`src/rtl/muldiv_pkg.sv`:
```
// Shared encodings for the MULT/MULTU/DIV/DIVU sequencer: funct[1:0] op codes,
// controller states and the iteration-counter width helper.
package muldiv_pkg;

  typedef enum logic [1:0] {
    OP_MULT  = 2'b00,
    OP_MULTU = 2'b01,
    OP_DIV   = 2'b10,
    OP_DIVU  = 2'b11
  } op_e;

  typedef enum logic [2:0] {
    S_IDLE,
    S_PREP,
    S_RUN,
    S_FIXUP,
    S_DONE
  } state_e;

  localparam int unsigned MULDIV_WIDTH = 32;
  localparam int unsigned CNT_W        = $clog2(MULDIV_WIDTH) + 1;

  function automatic int unsigned cnt_width(input int unsigned width);
    return $clog2(width) + 1;
  endfunction

  function automatic logic op_is_div(input op_e o);
    return (o == OP_DIV) || (o == OP_DIVU);
  endfunction

  function automatic logic op_is_signed(input op_e o);
    return (o == OP_MULT) || (o == OP_DIV);
  endfunction

endpackage

```
`src/rtl/muldiv_step.sv`:
```
// One combinational iteration: shift-add multiply step (LSB first) or
// restoring-division step (MSB first, remainder kept in acc[WIDTH:0]).
module muldiv_step #(
  parameter int unsigned WIDTH = 32
) (
  input  logic               is_div,
  input  logic [2*WIDTH-1:0] acc_in,
  input  logic [2*WIDTH-1:0] sh_in,
  input  logic [WIDTH-1:0]   bits_in,
  output logic [2*WIDTH-1:0] acc_out,
  output logic [2*WIDTH-1:0] sh_out,
  output logic [WIDTH-1:0]   bits_out
);

  logic [WIDTH:0]   shifted;
  logic [WIDTH+1:0] diff;

  always_comb begin
    shifted  = {acc_in[WIDTH-1:0], bits_in[WIDTH-1]};
    diff     = {1'b0, shifted} - {2'b00, sh_in[WIDTH-1:0]};
    acc_out  = '0;
    sh_out   = sh_in;
    bits_out = bits_in;
    if (is_div) begin
      // diff[WIDTH+1] is the borrow: trial subtract failed, keep shifted remainder
      acc_out[WIDTH:0] = diff[WIDTH+1] ? shifted : diff[WIDTH:0];
      bits_out         = {bits_in[WIDTH-2:0], ~diff[WIDTH+1]};
    end else begin
      // Multiplicand shifts left so a partial run still leaves an aligned product
      acc_out  = acc_in + (bits_in[0] ? sh_in : '0);
      sh_out   = {sh_in[2*WIDTH-2:0], 1'b0};
      bits_out = {1'b0, bits_in[WIDTH-1:1]};
    end
  end

endmodule

```
`src/rtl/muldiv_sequencer.sv`:
```
// Multi-cycle MULT/MULTU/DIV/DIVU controller with hi/lo write strobe and fetch stall.
// Optional macro MULDIV_EARLY_OUT_EN: multiply RUN ends once remaining multiplier bits are zero.
module muldiv_sequencer
  import muldiv_pkg::*;
#(
  parameter int unsigned WIDTH = 32
) (
  input  logic             clock,
  input  logic             reset,
  input  logic             start,
  input  logic [1:0]       op,
  input  logic [WIDTH-1:0] operand_a,
  input  logic [WIDTH-1:0] operand_b,
  output logic             busy,
  output logic             done,
  output logic             hi_lo_we,
  output logic [WIDTH-1:0] hi_out,
  output logic [WIDTH-1:0] lo_out,
  output logic             stall,
  output logic             div_zero
);

  localparam int unsigned CW = cnt_width(WIDTH);

  state_e             state, state_nx;
  logic [CW-1:0]      count;
  op_e                op_r;
  logic [WIDTH-1:0]   a_r, b_r;
  logic               neg_q, neg_r;
  logic [2*WIDTH-1:0] acc, sh;
  logic [WIDTH-1:0]   bits;

  logic               is_div, is_signed, run_last;
  logic [WIDTH-1:0]   a_abs, b_abs;
  logic [2*WIDTH-1:0] step_acc, step_sh;
  logic [WIDTH-1:0]   step_bits;
  logic [2*WIDTH-1:0] prod;
  logic [WIDTH-1:0]   fix_hi, fix_lo;
  logic               fix_dz;

  assign is_div    = op_is_div(op_r);
  assign is_signed = op_is_signed(op_r);
  assign a_abs     = (is_signed && a_r[WIDTH-1]) ? -a_r : a_r;
  assign b_abs     = (is_signed && b_r[WIDTH-1]) ? -b_r : b_r;

  muldiv_step #(.WIDTH(WIDTH)) u_step (
    .is_div   (is_div),
    .acc_in   (acc),
    .sh_in    (sh),
    .bits_in  (bits),
    .acc_out  (step_acc),
    .sh_out   (step_sh),
    .bits_out (step_bits)
  );

`ifdef MULDIV_EARLY_OUT_EN
  assign run_last = (count == CW'(WIDTH-1)) || (!is_div && (step_bits == '0));
`else
  assign run_last = (count == CW'(WIDTH-1));
`endif

  always_ff @(posedge clock) begin
    if (reset) state <= S_IDLE;
    else       state <= state_nx;
  end

  always_comb begin
    state_nx = state;
    case (state)
      S_IDLE:  if (start) state_nx = S_PREP;
      S_PREP:  state_nx = S_RUN;
      S_RUN:   if (run_last) state_nx = S_FIXUP;
      S_FIXUP: state_nx = S_DONE;
      S_DONE:  state_nx = S_IDLE;
      default: state_nx = S_IDLE;
    endcase
  end

  // Result fix-up: sign correction, with divide-by-zero overriding the raw quotient
  always_comb begin
    prod   = neg_q ? -acc : acc;
    fix_hi = prod[2*WIDTH-1:WIDTH];
    fix_lo = prod[WIDTH-1:0];
    fix_dz = 1'b0;
    if (is_div) begin
      if (b_r == '0) begin
        fix_hi = a_r;
        fix_lo = '1;
        fix_dz = 1'b1;
      end else begin
        fix_hi = neg_r ? -acc[WIDTH-1:0] : acc[WIDTH-1:0];
        fix_lo = neg_q ? -bits : bits;
      end
    end
  end

  always_ff @(posedge clock) begin
    if (reset) begin
      count    <= '0;
      op_r     <= OP_MULT;
      a_r      <= '0;
      b_r      <= '0;
      neg_q    <= 1'b0;
      neg_r    <= 1'b0;
      acc      <= '0;
      sh       <= '0;
      bits     <= '0;
      hi_out   <= '0;
      lo_out   <= '0;
      div_zero <= 1'b0;
    end else begin
      case (state)
        S_IDLE: begin
          if (start) begin
            op_r <= op_e'(op);
            a_r  <= operand_a;
            b_r  <= operand_b;
          end
        end
        S_PREP: begin
          count <= '0;
          neg_q <= is_signed & (a_r[WIDTH-1] ^ b_r[WIDTH-1]);
          neg_r <= is_signed & a_r[WIDTH-1];
          acc   <= '0;
          bits  <= is_div ? a_abs : b_abs;
          sh    <= {{WIDTH{1'b0}}, (is_div ? b_abs : a_abs)};
        end
        S_RUN: begin
          acc   <= step_acc;
          sh    <= step_sh;
          bits  <= step_bits;
          count <= count + CW'(1);
        end
        S_FIXUP: begin
          hi_out   <= fix_hi;
          lo_out   <= fix_lo;
          div_zero <= fix_dz;
        end
        default: ;
      endcase
    end
  end

  assign busy     = (state == S_RUN) || (state == S_FIXUP);
  assign stall    = busy;
  assign done     = (state == S_DONE);
  assign hi_lo_we = done;

endmodule
```
`config.mk`:
```
export PLATFORM = sky130hd
export DESIGN_NAME = muldiv_sequencer
export DESIGN_NICKNAME = d
export VERILOG_FILES = /design/src/rtl/muldiv_pkg.sv /design/src/rtl/muldiv_step.sv /design/src/rtl/muldiv_sequencer.sv
export SDC_FILE = /design/constraint.sdc
export NUM_CORES = 1
export LEC_CHECK = 0
export ABC_AREA = 1
export CAP_MARGIN = 0
export CELL_PAD_IN_SITES_DETAIL_PLACEMENT = 1
export CELL_PAD_IN_SITES_GLOBAL_PLACEMENT = 1
export CORE_ASPECT_RATIO = 0.7
export CORE_MARGIN = 5
export CORE_UTILIZATION = 42
export CTS_CLUSTER_SIZE = 16
export DETAILED_ROUTE_END_ITERATION = 8
export GPL_TIMING_DRIVEN = 0
export PLACE_DENSITY = 0.88
export SLEW_MARGIN = 20
export SYNTH_ARGS = -nofsm -noshare
export SYNTH_HDL_FRONTEND = slang
export SYNTH_HIERARCHICAL = 1
export SYNTH_SLANG_ARGS = --single-unit
```
`constraint.sdc`:
```
create_clock -name clock -period 3.35 [get_ports clock]
set_clock_uncertainty 0.15 [all_clocks]
set_input_delay 0.67 -clock clock [delete_from_list [all_inputs] [get_ports clock]]
set_output_delay 0.67 -clock clock [all_outputs]
set_load 0.01 [all_outputs]
```
* After elaboration in Yosys (flattened, before gate mapping)
Index checks and enable logic that the tools add are counted.
** Operators by class
- $add $sub $neg :: 8
- Equality and inequality tests :: 10
- Multiplexer cells :: 26
- Bitwise logic cells :: 4
- Reductions and logical operators :: 12
** Operators with widths (count)
- two-way mux 32 bit :: 11
- case mux 64 bit (2 select lines) :: 2
- two-way mux 64 bit :: 3
- negator 32 bit :: 4
- two-way mux 33 bit :: 2
- adder 64 bit :: 1
- negator 64 bit :: 1
- case mux 32 bit (2 select lines) :: 1
- subtractor 33 x 32 -> 34 bit :: 1
- logical NOT 32 bit :: 1
- two-way mux 31 bit :: 1
- case mux 3 bit (4 select lines) :: 1
- case mux 6 bit (2 select lines) :: 1
- adder 6 x 1 -> 6 bit (second input constant) :: 1
- equality test 3 x 2 -> 1 bit (second input constant) :: 2
- equality test 6 x 5 -> 1 bit (second input constant) :: 1
- two-way mux 3 bit :: 2
- != test 2 bit (second input constant) :: 3
- AND reduction 2 bit :: 3
- equality test 2 bit (second input constant) :: 2
- equality test 3 x 1 -> 1 bit (second input constant) :: 1
- equality test 3 bit (second input constant) :: 1
- logical NOT 3 bit :: 1
- logical OR 1 bit :: 3
- other kinds (7) :: 10
** Word-level totals
- Bits in registers :: 302
- Input port bits :: 69
- Output and inout bits :: 69
- Logic and storage cells :: 73

* Longest topological paths before layout
- Depth after elaboration :: 6
- Mapped depth :: 21
- Mapped depth without buffers :: 19

* By module
Netlist, hierarchy kept.
** Modules (own cells, without submodules)
- muldiv_sequencer :: instances 1, cells an instance 3031, area each 18428.9 sq um, sequential area each 6045.8 sq um
- muldiv_step :: instances 1, cells an instance 2421, area each 10840.4 sq um, sequential area each 0.0 sq um

* Least setup slack after synthesis
No wires, ideal clock.
- Path type :: reg2reg
- Start point :: register bits[0]
- End point :: register acc[20]
- Library setup time :: 0.132 ns
- Arrival time :: 2.424 ns
- Required time :: 3.068 ns
- Setup slack :: 0.643 ns
- Cell stages (with the launch flop) :: 18
- Path buffers :: 2
- Clock period less this slack :: 2.707 ns
- Cell sequence :: dfxtp_1 -> clkbuf_1 -> clkbuf_1 -> nand2_1 -> inv_1 -> ha_1 -> fa_1 -> nand3_1 -> nand3_1 -> nand3_1 -> nand3_1 -> nand2_1 -> nand2_1 -> or2_2 -> nand3_1 -> nand2_1 -> nand2_1 -> a21oi_1
** Between the ends
- Longest elaborated chain between the ends :: 4
** Ends and longest elaborated chain
- start: declaration :: line muldiv_sequencer.sv:31 : logic [WIDTH-1:0] bits;
- start signal: assignment :: line muldiv_sequencer.sv:125 : bits <= is_div ? a_abs : b_abs;
- start signal: assignment :: line muldiv_sequencer.sv:131 : bits <= step_bits;
- two-way mux 64 bit :: line muldiv_step.sv:30 : acc_out = acc_in + (bits_in[0] ? sh_in : '0);
- adder 64 bit :: line muldiv_step.sv:30
- two-way mux 33 bit :: line muldiv_step.sv:24 : if (is_div) begin
- via step_acc[20] :: line muldiv_sequencer.sv:35 : logic [2*WIDTH-1:0] step_acc, step_sh;
- case mux 64 bit (2 select lines) :: line muldiv_sequencer.sv:112 : case (state)
- end signal: assignment :: line muldiv_sequencer.sv:129 : acc <= step_acc;
- end: declaration :: line muldiv_sequencer.sv:30 : logic [2*WIDTH-1:0] acc, sh;
The timed path passes the listed nets, and every way through them passes these cells.
A chain may end at the register's enable or synchronous reset.

* Worst setup path after layout
- Start point :: register neg_q
- End point :: register lo_out[28]
** Between the ends
- Longest elaborated chain between the ends :: 3
- Elaborated cells between the ends (all ways) :: 4
- Classes of those cells :: mux (4)
** Ends and longest elaborated chain
- start: declaration :: line muldiv_sequencer.sv:29 : logic neg_q, neg_r;
- start signal: assignment :: line muldiv_sequencer.sv:122 : neg_q <= is_signed & (a_r[WIDTH-1] ^ b_r[WIDTH-1]);
- two-way mux 32 bit :: line muldiv_sequencer.sv:92 : fix_lo = neg_q ? -bits : bits;
- two-way mux 32 bit :: line muldiv_sequencer.sv:86 : if (b_r == '0) begin
- two-way mux 32 bit * :: line muldiv_sequencer.sv:85 : if (is_div) begin
- end signal: assignment :: line muldiv_sequencer.sv:136 : lo_out <= fix_lo;
- end: declaration :: line muldiv_sequencer.sv:18 : output logic [WIDTH-1:0] lo_out,
Every way passes the cells marked *; elsewhere a longest branch is shown, timed or not.

==> summary.txt <==
Min path
  • Hold Path Class: flop to flop
  • Worst Hold Depth: 1

STA
  • Final worst slack: -0.1472 ns
  • Slew @ Worst Pin: around 1.3 ns
  • Period utilization: 104.4%
  • Final Max Tran Viols: 0
  • Endpoints failing hold: 0
  • Sum Neg Setup Slack: -1.587 ns
  • Minimum clock period: between 3 and 4 ns
  • Unrepaired setup endpoints after global routing: yes
  • Final setup viols: 21
  • F_max: roughly 290 MHz
  • Rel. slew slack: roughly 16%

Yosys
  • Yosys warnings: 6
  • Dominant cells by area after synthesis: nand2_1 26%, dfxtp_1 21%, inv_1 10%, nand3_1 8.0%, a21oi_1 6.4%
  • Post-Synthesis Cells: 5452
  • Post-synth ARST share: 0%
  • Yosys reg bits: approximately 300
  • Post-synth cell types: 50
  • Syn nets: about 5.6k
  • Mapped Area: a little under 30000 um2
  • Synth top area share: between 20% and 30%
  • Sequential share of the synthesized area: about a fifth
  • Syn Area/Cell: around 5.4 um2
  • Leading area contributor after synthesis: nand2_1
  • Prevailing post-synth register cell: dfxtp_1
  • Post-synth EDFFs: 0

Layout
  • Commonest non-fill, non-tap cell in the layout: nand2_1
  • Finished Cell Area: roughly 33000 um2
  • Layout cell share with drive strength beyond 1: roughly 5.6%
  • Nets: ~5.8k
  • Area grow syn2layout: 14.12%
  • Most frequent cells in the layout: 1990 x nand2_1, 810 x inv_1, 478 x nor2_1

Critical path
  • Startpoint Class: flop
  • Reg2Reg Depth: 7
  • Worst EP arrival: about 3.9 ns
  • Cell depth of the worst setup path: 7
  • CP Data Required Time: 3.73 ns
  • Crit-path cells: clkbuf_1 > clkbuf_1 > clkbuf_2 > nand2_1 > a21oi_1 > nor2_1 > nor2_1
  • CP top delay family: buffers and inverters
  • Crit path max fanout: 10
  • Slowest cell on the critical path: clkbuf_1
  • Worst path bufs/invs: 3
  • Max stage delay on crit path: roughly 0.77 ns
  • WS Path Type: flop to flop
  • Setup crit end kind: flop

Job
  • MaxCap Viol Count: 0

Route
  • Via count: 38.98k
  • Vias per inst: ~6
  • Drt total wl: approximately 170 mm
  • DRT iter0 DRCs: roughly 5.2k
  • First-pass DRT Iterations: 9
  • Avg WL per Cell: 25.96 um
  • Antenna viol nets, final: 0
  • DRC Markers: 11

Global routing
  • Vias in the first global route: approximately 37k
  • Total track usage: roughly 43%
  • Total gr overflow: 0
  • Largest net degree at the start of global routing: 14
  • First-pass GRT wire length: between 200 and 250 mm
  • Initial antenna violation count: 4

Placed design
  • Routability cong.: 1.109
  • Placed cell area: between 30000 and 40000 um2
  • Final HPWL DP: 141.3 mm
  • Placement Setup Slack: -0.8819 ns
  • PortBufs: around 140

Clock network
  • CTS tree: done
  • Root Buffer: clkbuf_16
  • H-tree levels: 2
  • Clock transition at the registers of the reported paths: around 0.07 ns
  • Clock Latency Late Sink: around 0.6 ns
  • CTS max path bufs: 3
  • CTS sink cnt: 302
  • Cts bufs inserted: 37
  • # hold bufs at CTS: 0

Power
  • Power Density: between 500 and 600 nW/um2
  • Leakage power: 17.06 nW
  • Worst vdd ir: between 400 and 500 uV

Die
  • Die ar.: 75150 um2
  • Starting density of the core: 42.16%
  • Cell row count: 81
  • Ports: roughly 140
  • Core area: between 60000 and 70000 um2
  • Die W: roughly 330 um
  • Die Y: 230.9 um

Run status
  • Failing checks: design-rule violations, negative setup slack
  • Status: finished, violations left
[stage by stage]
step / power [W] / hold WS [ns] / utilization (%) / std cells
6_report: 0.01904 / 0.3356 / 48.11 / 6572
5_1_grt: 0.01967 / 0.3506 / 48.11 / 6570
4_1_cts: 0.01827 / 0.3377 / 47.77 / 6569
3_5_place_dp: 0.01385 / 0.3252 / 45.77 / 6501
3_3_place_gp: 0.01365 / 0.3116 / 45.77 / 6501
2_1_floorplan: 0.01010 / 0.2867 / - / 5452
[cell type report]
type                    instances  area, um2
plain buffers                 209      968.4
clock inverters                13      166.4
diodes                          2      5.005
clock buffers                  54       1101
well taps                     913       1142
repair buffers                138       1376
multi-input cells            4111      19450
flip-flops and latches        302       6067
inverters                     830       3122
fillers                     10170      36020
[flip-flops by register name, indices dropped and copies added (netlist names)]
name / cells
a_r: 32
div_zero: 1
b_r: 32
bits: 32
acc: 64
count: 6
sh: 64
state: 3
neg_r: 1
op_r: 2
hi_out: 32
lo_out: 32
neg_q: 1
[synthesized netlist by cell type, types with 7 or more instances]
master,number
a22oi_1,12
nand3_2,7
nor2_4,10
nand3_1,469
xnor2_1,20
clkbuf_1,124
buf_2,50
nor2_1,500
nand2_2,9
o21ai_0,278
o21ai_1,8
a31oi_1,29
nor3_1,25
ha_1,100
nand4_1,30
dfxtp_1,302
xor2_1,58
nand3b_1,32
and2_1,10
o211ai_1,25
a22o_1,22
inv_1,811
inv_2,18
nand2_1,2011
nor2_2,22
a21oi_1,375
buf_1,22
or2_2,12
o21bai_1,9
[what timing repair did]
item                       CTS  global route
resized for setup           37            90
setup endpoints to repair   59            69
pin swaps                    0             2
buffers inserted             1             1
[cell families after synthesis]
group	count (synthesis)	share of synthesized area (%)
compound gates	771	14.17
xor+xnor	78	2.334
fa+ha+maj	102	4.412
buf+inv	1039	13.78
flops	302	20.66
simple gates	3160	44.65
[routing by layer]
layer	track usage, %	wire [um]
met2	55.76	61030
met5	1.854	354
met4	12.98	6182
met1	61.64	75130
met3	21.71	27910
[worst paths after layout]
check	from	end	slack [ns]
worst min-delay path	count[5]$_SDFFE_PP0P_	count[5]$_SDFFE_PP0P_	0.34
worst max register to register	neg_q$_SDFFE_PP0P_	lo_out[28]$_SDFFE_PP0N_	-0.15
worst max-delay path	neg_q$_SDFFE_PP0P_	lo_out[28]$_SDFFE_PP0N_	-0.15
worst min register to register	count[5]$_SDFFE_PP0P_	count[5]$_SDFFE_PP0P_	0.34
[where the power goes]
part / switching [W] / internal, W
sequential: 0.000445 / 0.00389
clock: 0.00189 / 0.00253
combinational: 0.00767 / 0.00263
Note: power is estimated with default switching activity, not from simulation.
